$ cat src/rtl/imm_decode_stage_pkg.sv
// rtl/imm_decode_stage_pkg.sv - RV32I opcode constants, format encodings and skid-stage types
package imm_decode_stage_pkg;

   // Major opcodes, instruction bits [6:0]
   localparam logic [6:0] OP_LOAD   = 7'b0000011;
   localparam logic [6:0] OP_IMM    = 7'b0010011;
   localparam logic [6:0] OP_JALR   = 7'b1100111;
   localparam logic [6:0] OP_SYSTEM = 7'b1110011;
   localparam logic [6:0] OP_FENCE  = 7'b0001111;
   localparam logic [6:0] OP_STORE  = 7'b0100011;
   localparam logic [6:0] OP_BRANCH = 7'b1100011;
   localparam logic [6:0] OP_LUI    = 7'b0110111;
   localparam logic [6:0] OP_AUIPC  = 7'b0010111;
   localparam logic [6:0] OP_JAL    = 7'b1101111;
   localparam logic [6:0] OP_REG    = 7'b0110011;

   // Encoding presented on out_fmt
   typedef enum logic [2:0] {
      FMT_R   = 3'd0,
      FMT_I   = 3'd1,
      FMT_S   = 3'd2,
      FMT_B   = 3'd3,
      FMT_U   = 3'd4,
      FMT_J   = 3'd5,
      FMT_ILL = 3'd7
   } fmt_e;

   // Occupancy of the main/skid register pair
   typedef enum logic [1:0] {
      ST_EMPTY = 2'd0,
      ST_ONE   = 2'd1,
      ST_FULL  = 2'd2
   } skid_state_e;

   // One decoded instruction as held in the main or skid register
   typedef struct packed {
      logic [31:0] imm;
      fmt_e        fmt;
      logic        illegal;
      logic [31:0] pc;
   } entry_t;

   // Sign-extend a 12-bit field to 32 bits
   function automatic logic [31:0] sext12(input logic [11:0] v);
      return {{20{v[11]}}, v};
   endfunction

endpackage

$ cat src/rtl/imm_decode_stage_imm_gen.sv
// rtl/imm_decode_stage_imm_gen.sv - combinational RV32I immediate and format decoder
module imm_decode_stage_imm_gen
   import imm_decode_stage_pkg::*;
(
   input  logic [31:0] inst_i,
   output logic [31:0] imm_o,
   output fmt_e        fmt_o,
   output logic        illegal_o
);

   // Select immediate layout from the major opcode; unknown opcodes flag illegal with a zero immediate
   always_comb begin
      imm_o     = '0;
      fmt_o     = FMT_ILL;
      illegal_o = 1'b1;
      case (inst_i[6:0])
         OP_LOAD, OP_IMM, OP_JALR, OP_SYSTEM, OP_FENCE: begin
            // Shift-immediates keep funct7 in the upper bits of the raw I-field
            imm_o     = sext12(inst_i[31:20]);
            fmt_o     = FMT_I;
            illegal_o = 1'b0;
         end
         OP_STORE: begin
            imm_o     = sext12({inst_i[31:25], inst_i[11:7]});
            fmt_o     = FMT_S;
            illegal_o = 1'b0;
         end
         OP_BRANCH: begin
            imm_o     = {{19{inst_i[31]}}, inst_i[31], inst_i[7], inst_i[30:25], inst_i[11:8], 1'b0};
            fmt_o     = FMT_B;
            illegal_o = 1'b0;
         end
         OP_LUI, OP_AUIPC: begin
            imm_o     = {inst_i[31:12], 12'b0};
            fmt_o     = FMT_U;
            illegal_o = 1'b0;
         end
         OP_JAL: begin
            imm_o     = {{11{inst_i[31]}}, inst_i[31], inst_i[19:12], inst_i[20], inst_i[30:21], 1'b0};
            fmt_o     = FMT_J;
            illegal_o = 1'b0;
         end
         OP_REG: begin
            imm_o     = '0;
            fmt_o     = FMT_R;
            illegal_o = 1'b0;
         end
         default: begin
            imm_o     = '0;
            fmt_o     = FMT_ILL;
            illegal_o = 1'b1;
         end
      endcase
   end

endmodule

$ cat src/rtl/imm_decode_stage.sv
// rtl/imm_decode_stage.sv - pipelined immediate-decode stage with 2-entry skid buffer and retire counter
module imm_decode_stage
   import imm_decode_stage_pkg::*;
#(
   parameter int CNT_W = 16
) (
   input  logic             clk,
   input  logic             rst_n,
   input  logic             flush,
   input  logic             in_valid,
   output logic             in_ready,
   input  logic [31:0]      in_inst,
   input  logic [31:0]      in_pc,
   output logic             out_valid,
   input  logic             out_ready,
   output logic [31:0]      out_imm,
   output logic [2:0]       out_fmt,
   output logic [31:0]      out_pc,
   output logic             out_illegal,
   output logic [CNT_W-1:0] out_count
);

   skid_state_e      state_q, state_d;
   entry_t           main_q, main_d;
   entry_t           skid_q, skid_d;
   logic [CNT_W-1:0] count_q, count_d;

   logic [31:0] gen_imm;
   fmt_e        gen_fmt;
   logic        gen_illegal;
   entry_t      dec_entry;
   logic        in_xfer;
   logic        out_xfer;

   imm_decode_stage_imm_gen u_imm_gen (
      .inst_i    (in_inst),
      .imm_o     (gen_imm),
      .fmt_o     (gen_fmt),
      .illegal_o (gen_illegal)
   );

   assign dec_entry = '{imm: gen_imm, fmt: gen_fmt, illegal: gen_illegal, pc: in_pc};
   assign in_xfer   = in_valid & in_ready;
   assign out_xfer  = out_valid & out_ready;

   // State, buffered entries and counter; everything returns to empty/zero on reset
   always_ff @(posedge clk or negedge rst_n) begin
      if (!rst_n) begin
         state_q <= ST_EMPTY;
         main_q  <= '0;
         skid_q  <= '0;
         count_q <= '0;
      end else begin
         state_q <= state_d;
         main_q  <= main_d;
         skid_q  <= skid_d;
         count_q <= count_d;
      end
   end

   // Next occupancy; flush wins over any same-cycle input
   always_comb begin
      state_d = state_q;
      if (flush) begin
         state_d = ST_EMPTY;
      end else begin
         case (state_q)
            ST_EMPTY: if (in_xfer) state_d = ST_ONE;
            ST_ONE: begin
               if (in_xfer && !out_xfer)      state_d = ST_FULL;
               else if (!in_xfer && out_xfer) state_d = ST_EMPTY;
            end
            ST_FULL:  if (out_xfer) state_d = ST_ONE;
            default:  state_d = ST_EMPTY;
         endcase
      end
   end

   // Handshake outputs decoded from the registered state only, so out_ready never reaches in_ready
   always_comb begin
      in_ready  = (state_q != ST_FULL);
      out_valid = (state_q != ST_EMPTY);
   end

   // Data movement: new input lands in main when main is free or draining, otherwise in skid
   always_comb begin
      main_d = main_q;
      skid_d = skid_q;
      case (state_q)
         ST_EMPTY: if (in_xfer) main_d = dec_entry;
         ST_ONE: begin
            if (in_xfer && out_xfer) main_d = dec_entry;
            else if (in_xfer)        skid_d = dec_entry;
         end
         ST_FULL:  if (out_xfer) main_d = skid_q;
         default:  main_d = main_q;
      endcase
   end

   // Count every output handshake, including one coinciding with flush, saturating at all-ones
   always_comb begin
      count_d = count_q;
      if (out_xfer && (count_q != {CNT_W{1'b1}})) begin
         count_d = count_q + {{(CNT_W-1){1'b0}}, 1'b1};
      end
   end

   assign out_imm     = main_q.imm;
   assign out_fmt     = main_q.fmt;
   assign out_pc      = main_q.pc;
   assign out_illegal = main_q.illegal;
   assign out_count   = count_q;

endmodule

$ cat config.mk
export PLATFORM = sky130hd
export DESIGN_NAME = imm_decode_stage
export DESIGN_NICKNAME = d
export VERILOG_FILES = /design/src/rtl/imm_decode_stage_pkg.sv /design/src/rtl/imm_decode_stage_imm_gen.sv /design/src/rtl/imm_decode_stage.sv
export SDC_FILE = /design/constraint.sdc
export NUM_CORES = 1
export LEC_CHECK = 0
export ABC_AREA = 1
export CORE_MARGIN = 3
export CORE_UTILIZATION = 69
export CTS_CLUSTER_SIZE = 20
export DETAILED_ROUTE_END_ITERATION = 10
export DONT_BUFFER_PORTS = 1
export GPL_ROUTABILITY_DRIVEN = 0
export GPL_TIMING_DRIVEN = 0
export PLACE_DENSITY = 0.83
export SYNTH_ARGS = -nofsm -noshare
export SYNTH_HDL_FRONTEND = slang
export SYNTH_HIERARCHICAL = 1
export SYNTH_SLANG_ARGS = --single-unit
$ cat constraint.sdc
create_clock -name clk -period 2.8 [get_ports clk]
set_clock_uncertainty 0.15 [all_clocks]
set_input_delay 0.28 -clock clk [delete_from_list [all_inputs] [get_ports clk]]
set_output_delay 0.28 -clock clk [all_outputs]
set_load 0.02 [all_outputs]
Word-level counts from Yosys, hierarchy flattened:

Index checks and enable logic that the tools add are counted.
Widths: inputs -> output; s select.

* flip-flop bits (word level): 154
* word-level logic and storage cells: 63

* add/sub/neg operators: 1
* eq/ne operators: 21
* muxes and demuxes: 13
* bitwise operators: 3
* reductions and logical operators: 15

Operators by type and width (number)
* $mux 68: 3
* $pmux 68 s3: 1
* $pmux 32 s5: 1
* $eq 7x7->1 const B: 4
* $eq 7x6->1 const B: 3
* $pmux 3 s6: 1
* $add 16x1->16 const B: 1
* $ne 16x16->1 const B: 1
* $eq 7x5->1 const B: 2
* $reduce_or 11->1: 1
* $mux 2: 5
* $ne 2x2->1 const B: 4
* $eq 7x2->1 const B: 1
* $eq 7x4->1 const B: 1
* $ne 3x3->1 const B: 2
* $pmux 2 s3: 1
* $reduce_and 3->1: 2
* $reduce_or 5->1: 1
* $logic_and 1x1->1: 4
* $ne 4x4->1 const B: 1
* $reduce_and 4->1: 1
* $reduce_bool 3->1: 1
* $and 1x1->1: 2
* $eq 2x1->1 const B: 1
* other kinds (7): 8

Longest topological paths before layout:

* depth in word-level cells: 8
* gate-level depth with buffers: 11
* depth with buffers taken out: 11

Hierarchy:

Netlist, hierarchy kept.

By module, submodules not included
* imm_decode_stage: instances 1, cells an instance 826, area an instance 6792.8 um^2
* imm_decode_stage_imm_gen: instances 1, cells an instance 182, area an instance 927.1 um^2

Worst setup path before layout:

OpenSTA, ideal clock, no wires.

* path kind: reg2reg
* start: register count_q[0] (netlist: out_count[0])
* end: register count_q[0] (netlist: out_count[0])
* setup time: 0.117 ns
* arrival: 1.602 ns
* setup slack: 0.931 ns
* stages on the path, launching flop included: 10
* path buffers: 1
* clock period less this slack: 1.869 ns
* path through: dfrtp_1 -> ha_1 -> inv_1 -> nor2_1 -> nand2_1 -> o21ai_4 -> inv_2 -> buf_2 -> nand2_1 -> nand2_1

* longest elaborated chain between the ends: 2

RTL lines
* start: declaration: RTL line imm_decode_stage.sv:26 `logic [CNT_W-1:0] count_q, count_d;`
* start signal: assignment: RTL line imm_decode_stage.sv:57 `count_q <= count_d;`
* parallel branches: the longest is 2 deep, another holds $add 16x1->16

Parallel ways; which one is timed is not known.
A chain may end at the register's enable or synchronous reset.

Worst setup path after layout:

* start: register state_q[0]
* end: register state_q[0]

* longest elaborated chain between the ends: 7

RTL lines
* start: declaration: RTL line imm_decode_stage.sv:23 `skid_state_e state_q, state_d;`
* start signal: assignment: RTL line imm_decode_stage.sv:54 `state_q <= state_d;`
* $reduce_bool 2->1: RTL line imm_decode_stage.sv:82 `out_valid = (state_q != ST_EMPTY);`
* $and 1x1->1: RTL line imm_decode_stage.sv:44 `assign out_xfer = out_valid & out_ready;`
* $logic_not 1->1: RTL line imm_decode_stage.sv:70 `if (in_xfer && !out_xfer) state_d = ST_FULL;`
* $logic_and 1x1->1: RTL line imm_decode_stage.sv:70
* $mux 2: RTL line imm_decode_stage.sv:70
* $pmux 2 s3: RTL line imm_decode_stage.sv:67 `case (state_q)`
* $mux 2: RTL line imm_decode_stage.sv:64 `if (flush) begin`

Several ways; a longest one is shown, not always the timed one.

==> flow_summary.yaml <==
floorplan:
  site_row_count: 37
  core_area_sq_um: 10600
  design.die.area_sq_um: 12500
  floorplan.initialDensity_pct: 72.8
  fp.dieH_um: 112
  fp.dieW_um: 112
  io_pins: 155
job:
  maxCapViolCount: 0
placement:
  place.detailed.hpwl_um: 13400
  io_buffer_count: 0
status:
  violations: "hold timing"
  outcome: "finished, violations left"
drt:
  drt_wl_total_um: 22300
  antenna_nets_post_route: 0
  met2RoutedLength_um: 10700
  detailedRoute.firstIterationViolations: 1145
  avgRoutedWirePerCell_um: 18.0
  dr.pass1.iters: 5
  routed-wl-met3_um: 2290
  mean_number_of_vias_per_cell: 6.01
  vias: 7465
  top_layer: "met4"
  detail_route.wirelength.met1_um: 8380
  detail_route.drc_violations: 0
cts:
  cts_buffer_depth: 2
  cts_setup_buffers: 0
  clock-sinks: 154
  cts_htree_levels: 4
  clock_tree_from_tritoncts: "built"
  clk_latency_ps: 540
  cts-hold-fix-buffers: 66
  cts-buffers-inserted: 17
  cts-root-buf: "clkbuf_8"
  clk_transition_reported_paths_ps: 60
timing:
  post-route-period-util_pct: 97.5
  min_period_ps: 2730
  clock.fmax_mhz: 366
  slew_headroom_pct: 51.2
  finalMaxSlewViolations: 0
  finalHoldViolations: 154
  final_setup_violation_count: 0
  holdWs_ps: -716
  rsz0062_at_grt: "false"
  timing.setup.tns_ps: 0
  worst_slew_pin_tran_ps: 733
critical_path:
  critical_path.startpoint_type: "flop"
  element_type_at_the_critical_path_end: "flop"
  worst-setup-path-type: "flop to flop"
  required_ps: 3060
  worst-path-max-fanout: 10
  critPathArrivalTime_ps: 2990
power:
  peak_vdd_ir_mv: 0.575
  power.leakage_nw: 4.78
  power_per_cell_area_nw_per_um2: 707
  power_w: 0.00648
synth:
  synthCells: 1008
  synthesis.nets: 1078
  seq_total_area_yosys_pct: 49.9
  postSynthAreaPerCell_sq_um: 7.66
  postSynthRegisterBits: 154
  ys_types: 31
  count_of_warnings_emitted_by_yosys: 6
  syn-cell-area_sq_um: 7720
global_route:
  grt.total_usage_pct: 36.6
  grt_start_max_net_pins: 155
  first_global_vias: 7261
  grt_antenna_before_repair: 1
  grt_overflow_total: 0
  grt_first_pass_wirelength_um: 36600
cells_and_area:
  final_common_cell: "nand2_1"
  final_net_count: 1163
  area_growth_pct: 18.7
  most-common-layout-cells: "385 x nand2_1, 203 x nor2_1, 152 x dfrtp_1, 68 x o31ai_1, 66 x dlygate4sd3_1"
  final_core_utilization_pct: 86.4
  drive_gt1_share_pct: 9.14
  fillers: 580
hold_path:
  min_path_type: "input pin to asynchronous set/reset pin"
[cell usage after synthesis (all sizes together)]
cell	count	area, sq um
dfrtp	154	3850
o211ai	1	7.51
o31ai	68	510
xnor2	7	61.3
nand3	16	90.1
buf	27	201
nand2	414	1640
inv	45	169
o21ai	14	85.1
nor2	209	830
nor2b	1	6.26
a21oi	18	101
clkbuf	23	86.3
a21boi	1	7.51
ha	1	12.5
nand4	9	56.3
[final timing paths]
| path | startpoint | end | slack [ps] | cells past startpoint |
|---|---|---|---|---|
| max | state_q[0] | state_q[0] | 70 | 11 |
| min | rst_n | out_count[0] | -720 | 0 |
| max reg2reg | state_q[0] | state_q[0] | 70 | 11 |
| min reg2reg | skid_q[25] | skid_q[25] | 330 | 2 |
| max in group asynchronous | rst_n | out_imm[24] | 3040 | 0 |
| min in group clk | in_inst[11] | out_imm[4] | 40 | 6 |
[final cells by class]
| cell class | instances | area, sq um | area share (%) |
|---|---|---|---|
| Antenna cell | 1 | 2.50 | 0.0273 |
| Buffer | 50 | 290 | 3.17 |
| Clock buffer | 24 | 450 | 4.92 |
| Clock inverter | 7 | 141 | 1.54 |
| Inverter | 45 | 169 | 1.84 |
| Multi-Input combinational cell | 759 | 3420 | 37.3 |
| Sequential cell | 154 | 3860 | 42.1 |
| Tap cell | 136 | 170 | 1.86 |
| Timing Repair Buffer | 66 | 661 | 7.21 |
[worst max-delay path, cell delays in order (launching register included)]
cell and delay, ps:
dfrtp_2 460, inv_2 100, nand2_4 90, inv_2 140
buf_4 210, nand2_1 70, nand2_1 90, nand2_1 60
nand3_1 60, dlygate4sd3_1 560, nand2_1 50, dlygate4sd3_1 560
[stage by stage]
stage / setup slack [ps] / hold WS, ps / area [sq um] / instances
after floorplan: 931 / -166 / 7720 / 1008
after global placement: 682 / -163 / 7890 / 1144
after detailed placement: 618 / -161 / 7890 / 1144
after CTS: 46.0 / -723 / 9140 / 1241
after global routing: 9.09 / -735 / 9160 / 1242
final: 70.2 / -716 / 9160 / 1242
[cells by family (layout without fill, tap and decap cells)]
logic type / count (synthesis) / count (layout) / share of synthesized area [%]
buffers and inverters: 95 / 192 / 5.92
AO/OA/AOI/OAI: 102 / 102 / 9.22
adder cells (fa/ha/maj): 1 / 1 / 0.162
AND/OR/NAND/NOR: 649 / 649 / 34.0
XOR/XNOR: 7 / 7 / 0.794
flip-flops: 154 / 154 / 49.9
other: 0 / 1 / 0
[flip-flops by register name (all words and copies together), names as in the netlist]
name	flops
out_fmt	3
skid_q	68
out_illegal	1
state_q	2
out_imm	32
out_count	16
out_pc	32
[repair_timing]
| item | 4_1_cts | 5_1_grt |
|---|---|---|
| gates resized for setup | 0 | 6 |
| endpoints found under the setup margin | 0 | 1 |
| endpoints found under the hold margin | 264 | 154 |
[routing by layer]
metal  track usage (%)  vias to the layer above
li1                  -                     3358
met1              46.3                     3520
met2              58.9                      489
met3              9.29                       98
met4              18.1                        0
met5                 0                        -
[report_power, final]
group	leakage [nW]	internal (W)	switching, W	total [W]
logic	2.49	0.000361	0.000576	0.000937
registers	2.01	0.00263	0.000558	0.00319
clock network	0.283	0.00147	0.000887	0.00236
Power figures use the tool's default switching activity.
